$ cat config.mk
export PLATFORM = sky130hd
export DESIGN_NAME = lsu_master
export DESIGN_NICKNAME = d
export VERILOG_FILES = /design/src/rtl/lsu_pkg.sv /design/src/rtl/lsu_lane_mux.sv /design/src/rtl/lsu_master.sv
export SDC_FILE = /design/constraint.sdc
export NUM_CORES = 1
export LEC_CHECK = 0
export ABC_CLOCK_PERIOD_IN_PS = 2050
export BUFFER_PORTS_ARGS = -buffer_cell sky130_fd_sc_hd__clkbuf_2
export CAP_MARGIN = 5
export CORE_MARGIN = 5
export CORE_UTILIZATION = 47
export CTS_BUF_LIST = sky130_fd_sc_hd__clkbuf_16
export CTS_CLUSTER_DIAMETER = 40
export DETAILED_ROUTE_END_ITERATION = 10
export PLACE_DENSITY = 0.76
export SLEW_MARGIN = 40
export SYNTH_ARGS = -nofsm -noshare
export SYNTH_HDL_FRONTEND = slang
export SYNTH_SLANG_ARGS = --single-unit
export TNS_END_PERCENT = 20
$ cat constraint.sdc
create_clock -name clk -period 2.05 [get_ports clk]
set_clock_uncertainty 0.05 [all_clocks]
set_input_delay 0.3075 -clock clk [delete_from_list [all_inputs] [get_ports clk]]
set_output_delay 0.3075 -clock clk [all_outputs]
set_load 0.05 [all_outputs]
$ cat src/rtl/lsu_pkg.sv
// Shared encodings for the load/store master: access sizes, FSM states and
// big-endian byte-lane offsets.
package lsu_pkg;

    localparam int unsigned XLEN = 32;

    typedef enum logic [1:0] {
        SZ_BYTE = 2'b00,
        SZ_HALF = 2'b01,
        SZ_WORD = 2'b10,
        SZ_BAD  = 2'b11
    } size_e;

    typedef enum logic [1:0] {
        IDLE = 2'b00,
        RD   = 2'b01,
        WR   = 2'b10,
        RESP = 2'b11
    } state_e;

    // Byte offset within a word; offset 0 is the most significant lane
    localparam logic [1:0] OFF_B0 = 2'd0;
    localparam logic [1:0] OFF_B1 = 2'd1;
    localparam logic [1:0] OFF_B2 = 2'd2;
    localparam logic [1:0] OFF_B3 = 2'd3;

endpackage

$ cat src/rtl/lsu_lane_mux.sv
// Big-endian lane steering: extracts and extends a load value from a memory
// word and merges sub-word store data into that same word.
module lsu_lane_mux
    import lsu_pkg::*;
(
    input  logic [XLEN-1:0] word_i,
    input  logic [1:0]      off_i,
    input  logic [1:0]      size_i,
    input  logic            uns_i,
    input  logic [XLEN-1:0] wdata_i,
    output logic [XLEN-1:0] load_o,
    output logic [XLEN-1:0] merge_o
);

    logic [7:0]  byte_sel;
    logic [15:0] half_sel;

    always_comb begin
        byte_sel = 8'h00;
        half_sel = off_i[1] ? word_i[15:0] : word_i[31:16];
        load_o   = word_i;
        merge_o  = word_i;

        case (off_i)
            OFF_B0:  byte_sel = word_i[31:24];
            OFF_B1:  byte_sel = word_i[23:16];
            OFF_B2:  byte_sel = word_i[15:8];
            default: byte_sel = word_i[7:0];
        endcase

        case (size_i)
            SZ_BYTE: begin
                load_o = uns_i ? {24'h000000, byte_sel} : {{24{byte_sel[7]}}, byte_sel};
                case (off_i)
                    OFF_B0:  merge_o[31:24] = wdata_i[7:0];
                    OFF_B1:  merge_o[23:16] = wdata_i[7:0];
                    OFF_B2:  merge_o[15:8]  = wdata_i[7:0];
                    default: merge_o[7:0]   = wdata_i[7:0];
                endcase
            end
            SZ_HALF: begin
                load_o = uns_i ? {16'h0000, half_sel} : {{16{half_sel[15]}}, half_sel};
                if (off_i[1]) begin
                    merge_o[15:0] = wdata_i[15:0];
                end else begin
                    merge_o[31:16] = wdata_i[15:0];
                end
            end
            default: begin
                load_o  = word_i;
                merge_o = wdata_i;
            end
        endcase
    end

endmodule

$ cat src/rtl/lsu_master.sv
// Data-memory initiator: one load/store at a time, big-endian word memory,
// sub-word stores as read-modify-write.
module lsu_master
    import lsu_pkg::*;
#(
    parameter int unsigned MEM_BYTES   = 1024,
    parameter bit          CHECK_ALIGN = 1'b1
) (
    input  logic            clk,
    input  logic            rst,
    input  logic            req_valid,
    output logic            req_ready,
    input  logic            req_we,
    input  logic [1:0]      req_size,
    input  logic            req_unsigned,
    input  logic [XLEN-1:0] req_addr,
    input  logic [XLEN-1:0] req_wdata,
    output logic            resp_valid,
    input  logic            resp_ready,
    output logic [XLEN-1:0] resp_rdata,
    output logic            resp_err,
    output logic [XLEN-1:0] mem_addr,
    output logic [XLEN-1:0] mem_wdata,
    output logic            mem_we,
    input  logic [XLEN-1:0] mem_rdata
);

    state_e            state_q, state_d;
    logic              req_ready_q, req_ready_d;
    logic              we_q, we_d;
    logic [1:0]        size_q, size_d;
    logic              uns_q, uns_d;
    logic [1:0]        off_q, off_d;
    logic [XLEN-1:0]   wdata_q, wdata_d;
    logic              resp_valid_q, resp_valid_d;
    logic              resp_err_q, resp_err_d;
    logic [XLEN-1:0]   resp_rdata_q, resp_rdata_d;
    logic [XLEN-1:0]   mem_addr_q, mem_addr_d;
    logic [XLEN-1:0]   mem_wdata_q, mem_wdata_d;
    logic              mem_we_q, mem_we_d;

    logic              req_misal_c;
    logic              req_err_c;
    logic [1:0]        req_off_c;
    logic [XLEN-1:0]   load_val;
    logic [XLEN-1:0]   merge_val;

    // Request legality and the lane offset kept for the access
    always_comb begin
        req_misal_c = ((req_size == SZ_HALF) && req_addr[0]) ||
                      ((req_size == SZ_WORD) && (req_addr[1:0] != 2'b00));
        req_err_c   = (req_size == SZ_BAD) ||
                      (req_addr >= 32'(MEM_BYTES)) ||
                      (CHECK_ALIGN && req_misal_c);
        case (req_size)
            SZ_HALF: req_off_c = {req_addr[1], 1'b0};
            SZ_WORD: req_off_c = 2'b00;
            default: req_off_c = req_addr[1:0];
        endcase
    end

    lsu_lane_mux u_lane_mux (
        .word_i  (mem_rdata),
        .off_i   (off_q),
        .size_i  (size_q),
        .uns_i   (uns_q),
        .wdata_i (wdata_q),
        .load_o  (load_val),
        .merge_o (merge_val)
    );

    always_comb begin
        state_d      = state_q;
        we_d         = we_q;
        size_d       = size_q;
        uns_d        = uns_q;
        off_d        = off_q;
        wdata_d      = wdata_q;
        resp_valid_d = resp_valid_q;
        resp_err_d   = resp_err_q;
        resp_rdata_d = resp_rdata_q;
        mem_addr_d   = mem_addr_q;
        mem_wdata_d  = mem_wdata_q;
        mem_we_d     = 1'b0;

        case (state_q)
            IDLE: begin
                if (req_valid) begin
                    we_d    = req_we;
                    size_d  = req_size;
                    uns_d   = req_unsigned;
                    off_d   = req_off_c;
                    wdata_d = req_wdata;
                    if (req_err_c) begin
                        state_d      = RESP;
                        resp_valid_d = 1'b1;
                        resp_err_d   = 1'b1;
                        resp_rdata_d = '0;
                    end else begin
                        mem_addr_d = {req_addr[31:2], 2'b00};
                        // Full-word stores need no read, so they skip straight to WR
                        if (req_we && (req_size == SZ_WORD)) begin
                            state_d     = WR;
                            mem_we_d    = 1'b1;
                            mem_wdata_d = req_wdata;
                        end else begin
                            state_d = RD;
                        end
                    end
                end
            end
            RD: begin
                if (we_q) begin
                    state_d     = WR;
                    mem_we_d    = 1'b1;
                    mem_wdata_d = merge_val;
                end else begin
                    state_d      = RESP;
                    resp_valid_d = 1'b1;
                    resp_err_d   = 1'b0;
                    resp_rdata_d = load_val;
                end
            end
            WR: begin
                state_d      = RESP;
                resp_valid_d = 1'b1;
                resp_err_d   = 1'b0;
                resp_rdata_d = '0;
            end
            RESP: begin
                if (resp_ready) begin
                    state_d      = IDLE;
                    resp_valid_d = 1'b0;
                end
            end
            default: state_d = IDLE;
        endcase

        req_ready_d = (state_d == IDLE);
    end

    // Async reset also kills an in-flight write enable immediately
    always_ff @(posedge clk or negedge rst) begin
        if (!rst) begin
            state_q      <= IDLE;
            req_ready_q  <= 1'b1;
            we_q         <= 1'b0;
            size_q       <= 2'b00;
            uns_q        <= 1'b0;
            off_q        <= 2'b00;
            wdata_q      <= '0;
            resp_valid_q <= 1'b0;
            resp_err_q   <= 1'b0;
            resp_rdata_q <= '0;
            mem_addr_q   <= '0;
            mem_wdata_q  <= '0;
            mem_we_q     <= 1'b0;
        end else begin
            state_q      <= state_d;
            req_ready_q  <= req_ready_d;
            we_q         <= we_d;
            size_q       <= size_d;
            uns_q        <= uns_d;
            off_q        <= off_d;
            wdata_q      <= wdata_d;
            resp_valid_q <= resp_valid_d;
            resp_err_q   <= resp_err_d;
            resp_rdata_q <= resp_rdata_d;
            mem_addr_q   <= mem_addr_d;
            mem_wdata_q  <= mem_wdata_d;
            mem_we_q     <= mem_we_d;
        end
    end

    assign req_ready  = req_ready_q;
    assign resp_valid = resp_valid_q;
    assign resp_err   = resp_err_q;
    assign resp_rdata = resp_rdata_q;
    assign mem_addr   = mem_addr_q;
    assign mem_wdata  = mem_wdata_q;
    assign mem_we     = mem_we_q;

endmodule

==> flow_metrics.py <==
metrics = {
    "outcome": {
        "status": "completed",
    },
    "floorplanning": {
        "core_mm2": 0.0146,
        "die_w_um": 133,
        "start_util": 0.484,
        "rows": 44,
        "dieArea_mm2": 0.0176,
        "die_h_um": 133,
        "top_level_ports": 204,
    },
    "synth": {
        "synth_fa_ha_area_frac": 0.0124,
        "yosysTopAreaCell": "dfrtp_1",
        "synth_cell_types": 50,
        "yosysWarnings": 0,
        "syn_inst": 660,
        "synth_edf_count": 0,
        "synth_area_leaders": "dfrtp_1 (48%), mux2_2 (11%), nand2_1 (5.5%)",
        "yosys.area_share.simple": 0.138,
        "synthXorXnorAreaFrac": 0,
        "synth-seq-area-share": 0.488,
        "muxShareOfSynthArea": 0.202,
        "synth_top_area_frac": 0.484,
        "synth_ff_type": "dfrtp_1",
        "synth_compound_area_frac": 0.120,
        "syn_area_mm2": 0.00708,
        "synth-async-reset-ratio": 1.00,
        "synth_top_family_by_area": "multiplexers",
        "avgSynthCellArea_um2": 10.7,
        "yosys_register_bits": 138,
    },
    "layout": {
        "syn_to_final_growth_pct": 30.4,
        "fill_cells": 1200,
        "stdcell_count": 1081,
        "multi_input_area_mm2": 0.00341,
        "regArea_mm2": 0.00346,
        "design_area_mm2": 0.00923,
        "antennaDiodeCount": 0,
        "num-nets-final": 995,
        "drive_above_1_share": 0.435,
        "final_util": 0.630,
    },
    "drt": {
        "ant_nets": 0,
        "drt_first_pass_iters": 5,
        "avgViaCountPerCell": 5.56,
        "drt_wl_total_um": 20900,
        "drc": 0,
        "drt-initial-drc-count": 497,
        "vias": 6008,
        "routedWlPerCell_um": 19.4,
    },
    "place": {
        "post_dp_cell_area_mm2": 0.00856,
        "dp_cells": 1045,
        "dp_hpwl_um": 15400,
        "numPortBuffers": 201,
        "gp_congestion": 0.897,
    },
    "sta": {
        "maxSlewViolCount": 0,
        "fin_crit_ps": 1990,
        "hold_slack_ps": 66.0,
        "fin_crit_sh": 0.970,
        "fmax_mhz": 503,
        "setup_viol": 0,
        "setup_tns_ps": 0,
        "finalHoldViolCount": 0,
        "slew_headroom": 0.642,
        "tightest_slew_ps": 537,
    },
    "power_and_ir_drop": {
        "switching_power_w": 0.00761,
        "ir_drop_uv": 975,
        "leakagePower_nw": 4.66,
        "pwr-share-comb": 0.549,
        "pwr-share-seq": 0.275,
        "internal_power_w": 0.00899,
        "power_density_mw_per_mm2": 1800,
        "clkPwrFrac": 0.177,
        "sw_frac_of_total": 0.458,
    },
    "setup_path": {
        "worst_setup_path_start_kind": "flop",
        "crit_path_max_fanout": 9,
        "crit_type": "reg -> reg",
        "crit_slowest_cell": "dfrtp_2",
        "path_cells": "buf_4 -> buf_4 -> nor3b_2 -> buf_4 -> a221oi_1 -> a21oi_1 -> mux2_4",
        "crit_buf_inv": 3,
        "cpPeakStageDelay_ps": 450,
        "critical_path_arrival_ps": 2240,
        "worst_path_most_repeated_cell": "buf_4",
        "critPathRequiredTime_ps": 2300,
        "critical_path.top_delay_family": "buffers and inverters",
        "end_kind": "flop",
    },
    "global_routing": {
        "grt_pass1_vias": 6005,
        "grt_pass1_wl_um": 32800,
        "antenna_found_initial": 0,
        "grt_max_degree": 64,
        "track_usage": 0.237,
        "globalRoute.totalOverflow": 0,
    },
    "min_path": {
        "hold_class": "in -> reg",
    },
    "cts": {
        "root_buffer": "clkbuf_16",
        "clockBufferDepth": 2,
        "cts_tree": "yes",
        "htree_num_levels": 4,
        "clk_latency_ps": 420,
        "numClockSinks": 138,
        "clk_pin_slew_ps": 60,
        "cts_buffers": 17,
    },
    "flow_run": {
        "max_cap_viol_count": 0,
    },
}
[synth_stat cells (8+ instances only)]
library cell / count
o21ai_0: 32
a221oi_1: 8
nor3_1: 11
a22o_1: 16
buf_2: 13
dfrtp_1: 137
nand2_1: 104
mux2_4: 24
a21oi_1: 37
inv_1: 18
mux2_2: 69
a41oi_1: 8
clkbuf_1: 20
mux2i_1: 18
nor2_1: 41
mux2_1: 8
nor2b_1: 28
[cell usage in the layout (no fill, tap or decap), drive strengths merged, types with 6 or more instances in the layout]
master,count
dfrtp,137
a221oi,8
nand2,104
a21oi,38
o21ai,33
nor2b,28
buf,43
nor2,41
ha,7
clkinv,7
mux2i,18
inv,21
nor4,8
clkbuf,218
o211ai,7
a22o,16
nor3,11
mux2,101
nand2b,6
a41oi,8
[kinds of logic (layout without fill, tap and decap cells)]
| group | Yosys count | count (layout) |
|---|---|---|
| other | 1 | 2 |
| AND/OR/NAND/NOR | 208 | 208 |
| flip-flops | 138 | 138 |
| adder cells (fa/ha/maj) | 7 | 7 |
| buffers and inverters | 59 | 295 |
| AO/OA/AOI/OAI | 127 | 127 |
| multiplexers | 120 | 120 |
[flip-flops by register name (all words and copies together) (netlist names), 2 cells and up]
signal      flops
mem_wdata      32
resp_rdata     32
wdata_q        32
mem_addr       30
off_q           2
size_q          2
state_q         2
[per-layer routing]
layer	global-route usage	wire length (µm)
met4	0.0751	517
met1	0.332	8970
met5	0	0
met3	0.0607	1630
met2	0.361	9830
[path summary, 6_finish.rpt]
| kind | slack (ps) | startpoint | end | cells past startpoint |
|---|---|---|---|---|
| setup / recovery | 60 | off_q[1]$_DFFE_PN0P_ | mem_wdata[25]$_DFFE_PN0P_ | 7 |
| hold / removal | 70 | req_addr[4] | mem_addr[4]$_DFFE_PN0P_ | 2 |
| setup reg to reg | 60 | off_q[1]$_DFFE_PN0P_ | mem_wdata[25]$_DFFE_PN0P_ | 7 |
| hold reg to reg | 430 | wdata_q[23]$_DFFE_PN0P_ | wdata_q[23]$_DFFE_PN0P_ | 2 |
| max in group asynchronous | 1030 | rst | off_q[1]$_DFFE_PN0P_ | 3 |
| min in group asynchronous | 310 | rst | mem_addr[14]$_DFFE_PN0P_ | 2 |
[final cells by class]
type	instances	share of cell area
Clock buffer	17	0.0461
Clock inverter	15	0.0155
Inverter	18	0.00732
Multi-Input combinational cell	464	0.370
Sequential cell	138	0.374
Tap cell	184	0.0249
Timing Repair Buffer	245	0.162
[worst register-to-register path, delay by kind of cell (launching register included)]
family	cells	cell delay (ps)
simple gates	1	50
compound gates	2	480
flops	1	450
mux	1	280
buf+inv	3	570
[repair_timing]
action	4_1_cts	5_1_grt
cloned	0	1
pin swaps	1	4
hold buffers	1	0
endpoints found under the setup margin	20	43
endpoints found under the hold margin	36	0
buffers inserted	0	2
resized for setup	2	11
[power by group through the flow]
stage          clock network [W]  logic, W  registers [W]
2_1_floorplan                  0   0.00438        0.00647
5_1_grt                  0.00310   0.00970        0.00467
3_3_place_gp                   0   0.00865        0.00454
4_1_cts                  0.00297   0.00887        0.00453
3_5_place_dp                   0   0.00879        0.00456
6_report                 0.00293   0.00911        0.00456
[per-stage QoR]
stage                     total power (W)  setup WS (ps)
after global placement             0.0132           -108
after CTS                          0.0164           2.03
after floorplan                    0.0109           36.3
after global routing               0.0175        -0.0981
final                              0.0166           60.9
after detailed placement           0.0134           -162
No activity file was read; power rests on OpenSTA's default activity.
